$ cat config.mk
export PLATFORM = sky130hd
export DESIGN_NAME = inst_fetch
export DESIGN_NICKNAME = d
export VERILOG_FILES = /design/src/rtl/inst_fetch.sv
export SDC_FILE = /design/constraint.sdc
export NUM_CORES = 1
export LEC_CHECK = 0
export ABC_AREA = 1
export BUFFER_PORTS_ARGS = -buffer_cell sky130_fd_sc_hd__buf_2
export CELL_PAD_IN_SITES_DETAIL_PLACEMENT = 0
export CELL_PAD_IN_SITES_GLOBAL_PLACEMENT = 2
export CORE_MARGIN = 2
export CORE_UTILIZATION = 27
export DETAILED_ROUTE_END_ITERATION = 16
export HOLD_SLACK_MARGIN = 0.05
export PLACE_DENSITY_LB_ADDON = 0.3
export SLEW_MARGIN = 15
export SYNTH_ARGS = -nofsm -noshare
export SYNTH_HDL_FRONTEND = slang
export SYNTH_SLANG_ARGS = --single-unit
$ cat constraint.sdc
create_clock -name clk_in -period 2.75 [get_ports clk_in]
set_input_delay 0.275 -clock clk_in [delete_from_list [all_inputs] [get_ports clk_in]]
set_output_delay 0.275 -clock clk_in [all_outputs]
set_load 0.02 [all_outputs]
$ cat src/rtl/inst_fetch.sv
// inst_fetch: fetch stage assembling 32-bit little-endian instructions from four byte-wide memory reads.
// Defining INST_FETCH_ICACHE_EN adds a direct-mapped instruction cache with a one-cycle LOOKUP state.
module inst_fetch #(
   parameter logic [31:0] RESET_PC       = 32'h0,
   parameter int          ICACHE_ENTRIES = 64
) (
   input  logic        clk_in,
   input  logic        rst_in,
   input  logic        stall_in,
   input  logic        jump_in,
   input  logic [31:0] jump_addr_in,
   input  logic        mem_gnt_in,
   input  logic [7:0]  mem_data_in,
   output logic        mem_req_out,
   output logic [31:0] mem_addr_out,
   output logic [31:0] pc_out,
   output logic [31:0] inst_out,
   output logic        inst_valid_out
);

   typedef enum logic [1:0] {
      FETCH  = 2'd0,
      HOLD   = 2'd1,
      LOOKUP = 2'd2
   } state_t;

`ifdef INST_FETCH_ICACHE_EN
   localparam state_t START = LOOKUP;
`else
   localparam state_t START = FETCH;
`endif

   state_t      state_q, state_d;
   logic [31:0] pc_q, pc_d;
   logic [31:0] inst_q, inst_d;
   logic [2:0]  issue_q, issue_d;
   logic [1:0]  rcv_q, rcv_d;
   logic [23:0] byte_buf_q, byte_buf_d;
   logic        pend_q, drop_q;
   logic        req_d;
   logic [31:0] addr_d;
   logic        grant, capture, fill_en;

`ifdef INST_FETCH_ICACHE_EN
   localparam int IDX_W = $clog2(ICACHE_ENTRIES);
   localparam int TAG_W = 30 - IDX_W;

   logic [ICACHE_ENTRIES-1:0] line_valid;
   logic [TAG_W-1:0]          line_tag  [ICACHE_ENTRIES];
   logic [31:0]               line_data [ICACHE_ENTRIES];
   logic [IDX_W-1:0]          idx;
   logic [TAG_W-1:0]          tag;
   logic                      hit;

   assign idx = pc_q[IDX_W+1:2];
   assign tag = pc_q[31:IDX_W+2];
   assign hit = line_valid[idx] && (line_tag[idx] == tag);

   always_ff @(posedge clk_in) begin
      if (rst_in) begin
         line_valid <= '0;
      end else if (fill_en) begin
         line_valid[idx] <= 1'b1;
      end
   end

   // NOTE: tag/data storage is deliberately not reset; the valid bits alone decide whether a line is used.
   always_ff @(posedge clk_in) begin
      if (fill_en) begin
         line_tag[idx]  <= tag;
         line_data[idx] <= inst_d;
      end
   end

   logic unused_bits;
   assign unused_bits = ^jump_addr_in[1:0];
`else
   logic unused_bits;
   assign unused_bits = ^{jump_addr_in[1:0], fill_en, ICACHE_ENTRIES};
`endif

   always_comb begin
      // NOTE: every signal written here gets its default first, so no path can infer a latch.
      state_d    = state_q;
      pc_d       = pc_q;
      inst_d     = inst_q;
      issue_d    = issue_q;
      rcv_d      = rcv_q;
      byte_buf_d = byte_buf_q;
      fill_en    = 1'b0;
      grant      = mem_req_out & mem_gnt_in;
      capture    = pend_q & ~drop_q;

      if (jump_in) begin
         // Redirect wins over stall, consumption and any byte capture this cycle.
         pc_d    = {jump_addr_in[31:2], 2'b00};
         issue_d = 3'd0;
         rcv_d   = 2'd0;
         state_d = START;
      end else begin
         case (state_q)
            FETCH: begin
               if (grant) begin
                  issue_d = issue_q + 3'd1;
               end
               if (capture) begin
                  case (rcv_q)
                     2'd0:    byte_buf_d[7:0]   = mem_data_in;
                     2'd1:    byte_buf_d[15:8]  = mem_data_in;
                     2'd2:    byte_buf_d[23:16] = mem_data_in;
                     default: begin
                        inst_d  = {mem_data_in, byte_buf_q};
                        state_d = HOLD;
                        fill_en = 1'b1;
                     end
                  endcase
                  rcv_d = rcv_q + 2'd1;
               end
            end
            HOLD: begin
               if (!stall_in) begin
                  pc_d    = pc_q + 32'd4;
                  issue_d = 3'd0;
                  rcv_d   = 2'd0;
                  state_d = START;
               end
            end
`ifdef INST_FETCH_ICACHE_EN
            LOOKUP: begin
               if (hit) begin
                  inst_d  = line_data[idx];
                  state_d = HOLD;
               end else begin
                  state_d = FETCH;
               end
            end
`endif
            default: state_d = START;
         endcase
      end

      // Request outputs are registered; an ungranted request reproduces the same address next cycle.
      req_d  = (state_d == FETCH) && (issue_d < 3'd4);
      addr_d = req_d ? (pc_d + {29'd0, issue_d}) : 32'd0;
   end

   always_ff @(posedge clk_in) begin
      if (rst_in) begin
         state_q      <= START;
         pc_q         <= RESET_PC;
         inst_q       <= '0;
         issue_q      <= '0;
         rcv_q        <= '0;
         byte_buf_q   <= '0;
         pend_q       <= 1'b0;
         drop_q       <= 1'b0;
         mem_req_out  <= 1'b0;
         mem_addr_out <= '0;
      end else begin
         state_q      <= state_d;
         pc_q         <= pc_d;
         inst_q       <= inst_d;
         issue_q      <= issue_d;
         rcv_q        <= rcv_d;
         byte_buf_q   <= byte_buf_d;
         pend_q       <= grant;
         drop_q       <= grant & jump_in;
         mem_req_out  <= req_d;
         mem_addr_out <= addr_d;
      end
   end

   assign pc_out         = pc_q;
   assign inst_out       = inst_q;
   assign inst_valid_out = (state_q == HOLD);

endmodule
==> impl_metrics.tcl, run 1 <==
set metrics [dict create \
    yosys.cell_types.count 38 \
    leading_cell_type_in_the_layout_fill_and_taps_excluded "sky130_fd_sc_hd__nand2_1" \
    crit_cells 18 \
    dominant_synthesized_flop_cell "sky130_fd_sc_hd__dfxtp_1" \
    cts_root_buffer "sky130_fd_sc_hd__clkbuf_16" \
    critPathMaxFanout 4 \
    ys_warn_count 0 \
    route.final.wire_length_um 20700 \
    worst_setup_path_start_kind "flip-flop" \
    floorplan.initialDensity_pct 27.6 \
    nets 1169 \
    timing.max_slew.rel_slack_pct 45.9 \
    final-max-slew-violation-count 0 \
    syn_to_final_growth_pct 31.9 \
    row_count 56 \
    clock_transition_at_the_registers_of_the_reported_paths_ns 0.07 \
    timing.hold.worst_path_depth 3 \
    crit_required_ns 3.07 \
    diodes 0 \
    drt_first_iter_violations 298 \
    grt_antenna_before_repair 0 \
    outcome "finished, final reports clean" \
    final.period_utilization_pct 93.4 \
    total_standard_cell_area_after_synthesis_mm2 0.00653 \
    die_height_um 159 \
    grt_setup_unrepaired "yes" \
    cts_hold_buffers 0 \
    endpoint_kind "flip-flop" \
    synth-edff-count 0 \
    numPortBuffers 140 \
    critPathMaxStageDelay_ns 0.34 \
    grt_pass1_wl_um 33400 \
    cell_mode_on_critical_path "sky130_fd_sc_hd__nand2_4" \
    boundaryPins 143 \
    min_path_type "input port to flip-flop" \
    clock_sinks 130 \
    worst_pin_slew_ns 0.812 \
    postSynthCellCount 941 \
    vias 6345 \
    post_synth_main_area_contributors "sky130_fd_sc_hd__dfxtp_1 (40%), sky130_fd_sc_hd__nand2_1 (11%), sky130_fd_sc_hd__nor2_1 (8.9%)" \
    synth_largest_area_cell "sky130_fd_sc_hd__dfxtp_1" \
    finClkSkew_ns 0.0126 \
    report.final.setup_viol 0 \
    placeableCoreArea_mm2 0.0236 \
    cts-htree-levels 4 \
    crit_slowest_cell "sky130_fd_sc_hd__dfxtp_2" \
    synth.yosys.seq_area_share_pct 39.9 \
    timing_worst_setup_path_type "flip-flop to flip-flop" \
    postSynthRegisterBits 130 \
    r2r.worst_path.cells 18 \
    synthesis.nets 996 \
    power.density_cell_area_mw_per_mm2 562 \
    gp_congestion 0.802 \
    cts-root-to-sink-buffers 2 \
    synth_largest_type_area_fraction_pct 39.9 \
    numPlacedInstances 1410 \
    grt_util_all_layers_pct 16.5 \
    tritoncts "done" \
    critPathBufInv 2 \
    detailed_place_hpwl_um 15400 \
    timing.final.hold_violations 0 \
    worst_ir_drop_vdd_uv 301 \
    synthesis.area_per_instance_um2 6.94 \
    overflow_left_after_global_routing 0 \
    cpLargestDelayFamily "simple AND/OR/NAND/NOR gates" \
    via_per_inst 4.39 \
    fp.dieArea_mm2 0.0254 \
    finalWorstPathRequiredPeriod_ns 2.57 \
    timing.critical_path.cells "nand2_4 -> inv_1 -> or2_2 -> a32oi_2 -> nor2_1 -> ha_1 -> fa_2 -> nand2_1 -> nand2_1 -> nand3_2 -> nor2_4 -> nand2_4 -> nor2_8 -> nand2_4 -> nor2_8 -> buf_4 -> o21ai_0 -> a21oi_1" \
    power.leakage_nw 3.88 \
    detailedRoute.firstPassIterationCount 4 \
    worstPathArrival_ns 2.89 \
    layout.core_utilization_pct 36.4 \
    most_used_cells_in_the_layout_excluding_fill_and_tap_cells "sky130_fd_sc_hd__nand2_1 (180), sky130_fd_sc_hd__nor2_1 (146), sky130_fd_sc_hd__buf_2 (140)" \
    floorplan.die.width_um 159 \
    maxCapViolCount 0 \
    synthArstFlopShare_pct 0 \
    instances_no_fill 1446 \
    fmax_mhz 389 \
    avgRoutedWirePerCell_um 14.3 \
    antenna_violating_nets_post_route 0 \
    grt_max_degree 68 \
    final_layout_size_suffix_gt1_share_pct 31.0 \
    drt_drc_violations_left 0 \
    worst_skew_pair_latency_ns 0.43 \
    numCtsBuffers 17 \
    grt_pass1_vias 6135 \
    setup_total_negative_slack_ns 0 \
]
-- path summary, 6_finish.rpt --
path | startpoint | endpoint | slack, ns
hold / removal | jump_addr_in[2] | pc_out[2] | 0.13
hold reg to reg | pc_out[0] | pc_out[0] | 0.45
setup / recovery | mem_req_out | mem_addr_out[14] | 0.18
setup reg to reg | mem_req_out | mem_addr_out[14] | 0.18
-- kinds of logic after synthesis --
family | count (synthesis) | share of synthesized area (%)
xor gates and xnor gates | 1 | 0.134
AOI/OAI and AO/OA | 115 | 9.32
other | 1 | 0.0575
and+or+nand+nor | 558 | 41.2
DFF | 130 | 39.9
adders and majority gates | 10 | 2.03
buffers and inverters | 126 | 7.36
-- repair_timing --
| item | CTS | global route |
|---|---|---|
| gates cloned | 0 | 1 |
| endpoints found under the setup margin | 15 | 23 |
| buffers inserted | 0 | 3 |
| pin swaps | 4 | 20 |
| resized for setup | 12 | 38 |
-- routing by layer --
layer  track usage [%]  wire (um)  vias up
li1                  -          -     3389
met1              23.6      10600     2826
met2              25.3       9110      118
met3              3.83        846       12
met4              3.60        150        0
met5                 0          0        -
-- report_power, final --
part,switching [W],leakage [nW],internal [W]
registers,0.0000585,1.06,0.00195
clock network,0.00106,0.283,0.00122
logic,0.000378,2.54,0.000182
-- registers in the layout, indices dropped and copies added, names as in the netlist --
| register | count |
|---|---|
| byte_buf_q | 24 |
| mem_req_out | 1 |
| pc_out | 32 |
| mem_addr_out | 32 |
| inst_out | 32 |
| issue_q | 3 |
| drop_q | 1 |
| state_q | 2 |
| rcv_q | 2 |
| pend_q | 1 |
-- cell usage after synthesis (9+ instances only) --
cell type / count
sky130_fd_sc_hd__nand2_1: 184
sky130_fd_sc_hd__nor2_1: 154
sky130_fd_sc_hd__dfxtp_1: 130
sky130_fd_sc_hd__nand3_1: 108
sky130_fd_sc_hd__inv_1: 84
sky130_fd_sc_hd__a21oi_1: 58
sky130_fd_sc_hd__o21ai_0: 45
sky130_fd_sc_hd__or2_2: 24
sky130_fd_sc_hd__clkbuf_1: 19
sky130_fd_sc_hd__nand2_2: 17
sky130_fd_sc_hd__nor2_4: 15
sky130_fd_sc_hd__inv_2: 12
sky130_fd_sc_hd__nor2_2: 12
sky130_fd_sc_hd__nand4_1: 11
sky130_fd_sc_hd__nand3_2: 10
sky130_fd_sc_hd__nor3_1: 10
sky130_fd_sc_hd__ha_1: 9
-- per-stage QoR --
| step | worst slack, ns | hold slack [ns] | cell area (um2) | total power (W) |
|---|---|---|---|---|
| finish | 0.181 | 0.129 | 8610 | 0.00484 |
| global route | -0.0289 | 0.126 | 8610 | 0.00509 |
| CTS | 0.0117 | 0.143 | 8440 | 0.00492 |
| detailed placement | -0.161 | 0.448 | 7800 | 0.00260 |
| global placement | -0.123 | 0.447 | 7800 | 0.00260 |
| floorplan | 0.124 | 0.442 | 6530 | 0.00239 |
-- worst min-delay path: stages --
cell,delay (ns)
sky130_fd_sc_hd__buf_2,0.09
sky130_fd_sc_hd__o21ai_1,0.07
sky130_fd_sc_hd__nor2_1,0.08
-- area by class of cell --
class / count / area (um2)
clock buffer: 17 / 425
clock inverter: 15 / 164
fill: 2623 / 15000
inverter: 98 / 368
multi-input combinational: 686 / 3630
sequential: 130 / 2610
tap: 319 / 399
timing repair buffer: 181 / 1010
Power figures use the tool's default switching activity.
==> inputs of run 2 (changes only) <==
--- a/config.mk
+++ b/config.mk
@@ -10,11 +10,11 @@
 export CELL_PAD_IN_SITES_DETAIL_PLACEMENT = 0
 export CELL_PAD_IN_SITES_GLOBAL_PLACEMENT = 2
 export CORE_MARGIN = 2
-export CORE_UTILIZATION = 27
+export CORE_UTILIZATION = 32
 export DETAILED_ROUTE_END_ITERATION = 16
 export HOLD_SLACK_MARGIN = 0.05
 export PLACE_DENSITY_LB_ADDON = 0.3
-export SLEW_MARGIN = 15
+export SLEW_MARGIN = 20
 export SYNTH_ARGS = -nofsm -noshare
 export SYNTH_HDL_FRONTEND = slang
 export SYNTH_SLANG_ARGS = --single-unit
==> constraint.sdc (replaced) <==
create_clock -name clk_in -period 3 [get_ports clk_in]
set_input_delay 0.3 -clock clk_in [delete_from_list [all_inputs] [get_ports clk_in]]
set_output_delay 0.3 -clock clk_in [all_outputs]
set_load 0.02 [all_outputs]
==> impl_metrics.tcl, run 2 (synthesis gave the netlist of run 1 again) <==
set metrics [dict create \
    detailed_place_hpwl_um 14300 \
    worst_pin_slew_ns 0.787 \
    final_design_area_no_fill_mm2 0.00821 \
    avgRoutedWirePerCell_um 14.3 \
    route.final.wire_length_um 19500 \
    overflow_left_after_global_routing 0 \
    power.share.switching_pct 29.7 \
    timing_worst_setup_path_type "flip-flop to flip-flop" \
    antenna_violating_nets_post_route 0 \
    timing.max_slew.rel_slack_pct 47.5 \
    cts_hold_buffers 0 \
    critPathLaunch "mem_req_out" \
    vias 6209 \
    tritoncts "done" \
    worst_setup_path_start_kind "flip-flop" \
    grt_antenna_before_repair 0 \
    grt_util_all_layers_pct 18.3 \
    final.period_utilization_pct 91.9 \
    hold_ws_ns 0.146 \
    power.share.sequential_pct 41.3 \
    detailedRoute.firstPassIterationCount 5 \
    drt_first_iter_violations 315 \
    place_area_mm2 0.00755 \
    grt_max_degree 68 \
    boundaryPins 143 \
    nets 1140 \
    numCtsBuffers 17 \
    grt_setup_unrepaired "no" \
    min_from "jump_addr_in[2]" \
    grt_pass1_vias 5774 \
    pwr-share-clk_pct 47.6 \
    power.density_cell_area_mw_per_mm2 542 \
    cts-htree-levels 4 \
    worst_skew_pair_latency_ns 0.43 \
    final-max-slew-violation-count 0 \
    drt_drc_violations_left 0 \
    floorplan.initialDensity_pct 32.5 \
    fmax_mhz 363 \
    min_path_type "input port to flip-flop" \
    report.final.setup_viol 0 \
    worstReg2RegStart "mem_req_out" \
    clock_transition_at_the_registers_of_the_reported_paths_ns 0.07 \
    total_switching_power_w 0.00132 \
    clock_sinks 130 \
    die_height_um 147 \
    layout.core_utilization_pct 40.8 \
    leading_cell_type_in_the_layout_fill_and_taps_excluded "sky130_fd_sc_hd__nand2_1" \
    floorplan.die.width_um 147 \
    sequential_cell_area_mm2 0.00260 \
    worst_ir_drop_vdd_uv 379 \
    most_used_cells_in_the_layout_excluding_fill_and_tap_cells "sky130_fd_sc_hd__nand2_1 (183), sky130_fd_sc_hd__nor2_1 (152), sky130_fd_sc_hd__buf_2 (140)" \
    cts_root_buffer "sky130_fd_sc_hd__clkbuf_16" \
    finalWorstPathRequiredPeriod_ns 2.76 \
    cts-root-to-sink-buffers 2 \
    power.leakage_nw 3.72 \
    setup_total_negative_slack_ns 0 \
    placeableCoreArea_mm2 0.0201 \
    final_layout_size_suffix_gt1_share_pct 27.0 \
    grt_pass1_wl_um 30800 \
    diodes 0 \
    maxCapViolCount 0 \
    multi_input_area_mm2 0.00352 \
    share_comb_of_total_power_pct 11.1 \
    n_fill_cell 2179 \
    worstPathArrival_ns 3.07 \
    crit_required_ns 3.31 \
    via_per_inst 4.54 \
    numPortBuffers 140 \
    outcome "finished, final reports clean" \
    fp.dieArea_mm2 0.0216 \
    finClkSkew_ns 0.0105 \
    critPathMaxFanout 5 \
    syn_to_final_growth_pct 25.8 \
    power.internal_w 0.00313 \
    row_count 52 \
    gp_congestion 0.820 \
    timing.final.hold_violations 0 \
    endpoint_kind "flip-flop" \
]
run 2: cell types whose count changed in the layout (fill, tap and decap cells not counted), moves of 3 or more:
cell,previous run,this run
sky130_fd_sc_hd__nor2_4,22,19
sky130_fd_sc_hd__nand3_1,102,106
sky130_fd_sc_hd__nor2_2,14,10
sky130_fd_sc_hd__nor2_1,146,152
sky130_fd_sc_hd__o21ai_1,5,2
sky130_fd_sc_hd__buf_4,41,13
sky130_fd_sc_hd__o21ai_0,42,45
sky130_fd_sc_hd__inv_6,4,7
sky130_fd_sc_hd__nand2_1,180,183
sky130_fd_sc_hd__nand2_4,7,4
sky130_fd_sc_hd__clkinv_8,3,0
sky130_fd_sc_hd__inv_2,16,12
sky130_fd_sc_hd__inv_1,80,84
run 2: power groups by stage:
stage | sequential (W) | clock [W] | combinational, W
after floorplan | 0.00193 | 0 | 0.000253
after global placement | 0.00188 | 0 | 0.000493
after detailed placement | 0.00188 | 0 | 0.000492
after CTS | 0.00184 | 0.00217 | 0.000494
after global routing | 0.00184 | 0.00225 | 0.000544
final | 0.00184 | 0.00212 | 0.000492
run 2: area by class of cell:
cell class / instances / area share (%)
Timing Repair Buffer: 153 / 9.72
Tap cell: 270 / 4.11
Clock inverter: 15 / 1.95
Inverter: 98 / 4.48
Sequential cell: 130 / 31.7
Multi-Input combinational cell: 685 / 42.8
Clock buffer: 17 / 5.18
run 2: worst max-delay path, stage by stage (launching register included):
cell and delay [ns]:
sky130_fd_sc_hd__dfxtp_1 0.32, sky130_fd_sc_hd__nand2_2 0.13, sky130_fd_sc_hd__inv_1 0.06, sky130_fd_sc_hd__or2_2 0.28
sky130_fd_sc_hd__a32oi_2 0.20, sky130_fd_sc_hd__nor2_1 0.07, sky130_fd_sc_hd__ha_1 0.21, sky130_fd_sc_hd__fa_1 0.39
sky130_fd_sc_hd__nand2_1 0.08, sky130_fd_sc_hd__nand2_1 0.07, sky130_fd_sc_hd__nand3_2 0.11, sky130_fd_sc_hd__nor2_4 0.05
sky130_fd_sc_hd__nand2_2 0.13, sky130_fd_sc_hd__nor2_8 0.06, sky130_fd_sc_hd__nand2_1 0.10, sky130_fd_sc_hd__nor2_1 0.08
sky130_fd_sc_hd__nand3_2 0.11, sky130_fd_sc_hd__nand2_1 0.05, sky130_fd_sc_hd__nor3b_2 0.14
run 2: worst paths after layout:
path | end | cells after the start | slack [ns]
max | mem_addr_out[22] | 18 | 0.24
min reg2reg | inst_out[19] | 2 | 0.46
min | pc_out[2] | 3 | 0.15
max reg2reg | mem_addr_out[22] | 18 | 0.24
run 2: routing by layer:
layer	track usage, %	up-vias	wire length (um)
met2	27.7	114	8540
met4	5.53	0	243
met3	4.94	16	871
li1	-	3320	-
met5	0	-	0
met1	25.5	2759	9850
run 2: what timing repair did:
item                                    4_1_cts  5_1_grt
resized for setup                             0       15
endpoints found under the setup margin        0       15
setup buffers                                 0        0
run 2: stage by stage:
stage / setup WS (ns) / cells / power (W)
5_1_grt: 0.0103 / 1368 / 0.00464
2_1_floorplan: 0.372 / 941 / 0.00219
6_report: 0.242 / 1368 / 0.00445
3_3_place_gp: 0.0727 / 1336 / 0.00237
3_5_place_dp: 0.0266 / 1336 / 0.00237
4_1_cts: 0.0926 / 1368 / 0.00450
==> inputs of run 3 (changes only) <==
==> constraint.sdc (replaced) <==
create_clock -name clk_in -period 3.3 [get_ports clk_in]
set_input_delay 0.33 -clock clk_in [delete_from_list [all_inputs] [get_ports clk_in]]
set_output_delay 0.33 -clock clk_in [all_outputs]
set_load 0.02 [all_outputs]
==> impl_metrics.tcl, run 3 (synthesis gave the netlist of run 1 again) <==
set metrics [dict create \
    n_fill_cell 2188 \
    grt_max_degree 68 \
    cts_root_buffer "sky130_fd_sc_hd__clkbuf_16" \
    nets 1136 \
    cts-root-to-sink-buffers 2 \
    power.leakage_nw 3.67 \
    min_path_type "input port to flip-flop" \
    layout.core_utilization_pct 40.4 \
    power.density_cell_area_mw_per_mm2 494 \
    final_design_area_no_fill_mm2 0.00811 \
    timing.final.hold_violations 0 \
    critPathLaunch "mem_req_out" \
    avgRoutedWirePerCell_um 14.2 \
    floorplan.die.width_um 147 \
    grt_pass1_wl_um 30700 \
    grt_antenna_before_repair 0 \
    crit-reg2reg-capture "mem_addr_out[22]" \
    fmax_mhz 340 \
    route.final.wire_length_um 19400 \
    worst_pin_slew_ns 0.777 \
    setup_total_negative_slack_ns 0 \
    share_comb_of_total_power_pct 11.0 \
    endpoint_kind "flip-flop" \
    r2r.worst_path.cells 18 \
    gp_congestion 0.812 \
    finClkSkew_ns 0.00996 \
    final_layout_size_suffix_gt1_share_pct 26.0 \
    final-max-slew-violation-count 0 \
    worst_setup_path_start_kind "flip-flop" \
    total_switching_power_w 0.00117 \
    final.period_utilization_pct 89.0 \
    worstPathArrival_ns 3.23 \
    most_used_cells_in_the_layout_excluding_fill_and_tap_cells "sky130_fd_sc_hd__nand2_1 (184), sky130_fd_sc_hd__nor2_1 (153), sky130_fd_sc_hd__buf_2 (140)" \
    crit_required_ns 3.60 \
    die_height_um 147 \
    numPortBuffers 140 \
    leading_cell_type_in_the_layout_fill_and_taps_excluded "sky130_fd_sc_hd__nand2_1" \
    power.share.sequential_pct 41.7 \
    timing.critical_path.to "mem_addr_out[22]" \
    grt_pass1_vias 5732 \
    finalWorstPathRequiredPeriod_ns 2.94 \
    detailedRoute.firstPassIterationCount 5 \
    sequential_cell_area_mm2 0.00260 \
    floorplan.initialDensity_pct 32.5 \
    syn_to_final_growth_pct 24.3 \
    power.share.switching_pct 29.2 \
    vias 6233 \
    maxCapViolCount 0 \
    tritoncts "done" \
    timing.max_slew.rel_slack_pct 48.2 \
    grt_util_all_layers_pct 18.0 \
    boundaryPins 143 \
    cts-htree-levels 4 \
    placeableCoreArea_mm2 0.0201 \
    drt_first_iter_violations 337 \
    outcome "finished, final reports clean" \
    report.final.setup_viol 0 \
    fp.dieArea_mm2 0.0216 \
    timing_worst_setup_path_type "flip-flop to flip-flop" \
    post_cts.repair.setup_buffers 0 \
    grt_setup_unrepaired "no" \
    place_area_mm2 0.00752 \
    worstReg2RegStart "mem_req_out" \
    multi_input_area_mm2 0.00345 \
    numCtsBuffers 17 \
    via_per_inst 4.57 \
    clock_sinks 130 \
    cts_hold_buffers 0 \
    row_count 52 \
    critPathMaxFanout 5 \
    worst_ir_drop_vdd_uv 315 \
    antenna_violating_nets_post_route 0 \
    power.internal_w 0.00284 \
    diodes 0 \
    pwr-share-clk_pct 47.3 \
    clock_transition_at_the_registers_of_the_reported_paths_ns 0.07 \
    drt_drc_violations_left 0 \
    regToRegSetupSlack_ns 0.36 \
    detailed_place_hpwl_um 14200 \
    overflow_left_after_global_routing 0 \
    worst_skew_pair_latency_ns 0.42 \
]
==> run 3: cell types whose count changed in the layout (fill, tap and decap cells not counted), moves of 2 or more <==
| cell | before | now |
|---|---|---|
| sky130_fd_sc_hd__buf_4 | 13 | 9 |
| sky130_fd_sc_hd__clkinv_4 | 0 | 2 |
| sky130_fd_sc_hd__inv_6 | 7 | 5 |
| sky130_fd_sc_hd__nand3_1 | 106 | 108 |
| sky130_fd_sc_hd__nand3_2 | 12 | 10 |
| sky130_fd_sc_hd__nor2_2 | 10 | 13 |
| sky130_fd_sc_hd__nor2_4 | 19 | 15 |
==> run 3: critical path: stages (launching register included) <==
cell	delay (ns)
sky130_fd_sc_hd__dfxtp_1	0.31
sky130_fd_sc_hd__nand2_1	0.15
sky130_fd_sc_hd__inv_1	0.07
sky130_fd_sc_hd__or2_2	0.27
sky130_fd_sc_hd__a32oi_1	0.25
sky130_fd_sc_hd__nor2_1	0.07
sky130_fd_sc_hd__ha_1	0.22
sky130_fd_sc_hd__fa_1	0.39
sky130_fd_sc_hd__nand2_1	0.08
sky130_fd_sc_hd__nand2_1	0.06
sky130_fd_sc_hd__nand3_2	0.11
sky130_fd_sc_hd__nor2_4	0.05
sky130_fd_sc_hd__nand2_2	0.12
sky130_fd_sc_hd__nor2_8	0.06
sky130_fd_sc_hd__nand2_1	0.12
sky130_fd_sc_hd__nor2_1	0.09
sky130_fd_sc_hd__nand3_1	0.16
sky130_fd_sc_hd__nand2_1	0.06
sky130_fd_sc_hd__nor3b_2	0.15
==> run 3: layout make-up <==
class                      count  area share, %
tap                          270           4.16
sequential                   130           32.1
multi-input combinational    685           42.5
timing repair buffer         149           9.47
inverter                      98           4.53
clock buffer                  17           5.24
clock inverter                15           2.04
==> run 3: worst min path at each step <==
stage | from | end | cells after the start
floorplan | byte_buf_q[0] | byte_buf_q[0] | 2
global placement | pc_out[0] | pc_out[0] | 2
detailed placement | pc_out[0] | pc_out[0] | 2
CTS | jump_addr_in[2] | pc_out[2] | 3
global route | jump_addr_in[2] | pc_out[2] | 3
finish | jump_addr_in[2] | pc_out[2] | 3
==> run 3: layer usage <==
metal	wire [um]	track usage [%]
met1	10100	25.9
met2	8290	27.0
met3	845	4.57
met4	196	4.51
met5	0	0
==> run 3: power by group through the flow <==
stage	logic (W)	clock network, W	registers [W]
after floorplan	0.000230	0	0.00176
after global placement	0.000445	0	0.00171
after detailed placement	0.000444	0	0.00171
after CTS	0.000446	0.00195	0.00167
after global routing	0.000491	0.00202	0.00168
final	0.000441	0.00190	0.00167
==> run 3: timing repair <==
action                                  in CTS  in global routing
resized for setup                            0                  1
hold endpoints to repair                     0                  0
endpoints found under the setup margin       0                  3
==> run 3: per-stage QoR <==
| stage | power, W | hold WS (ns) | std cells | worst slack, ns |
|---|---|---|---|---|
| CTS | 0.00407 | 0.166 | 1364 | 0.316 |
| finish | 0.00401 | 0.180 | 1364 | 0.362 |
| global route | 0.00418 | 0.199 | 1364 | 0.000145 |
| global placement | 0.00215 | 0.446 | 1332 | 0.282 |
| detailed placement | 0.00215 | 0.447 | 1332 | 0.228 |
| floorplan | 0.00199 | 0.456 | 941 | 0.642 |
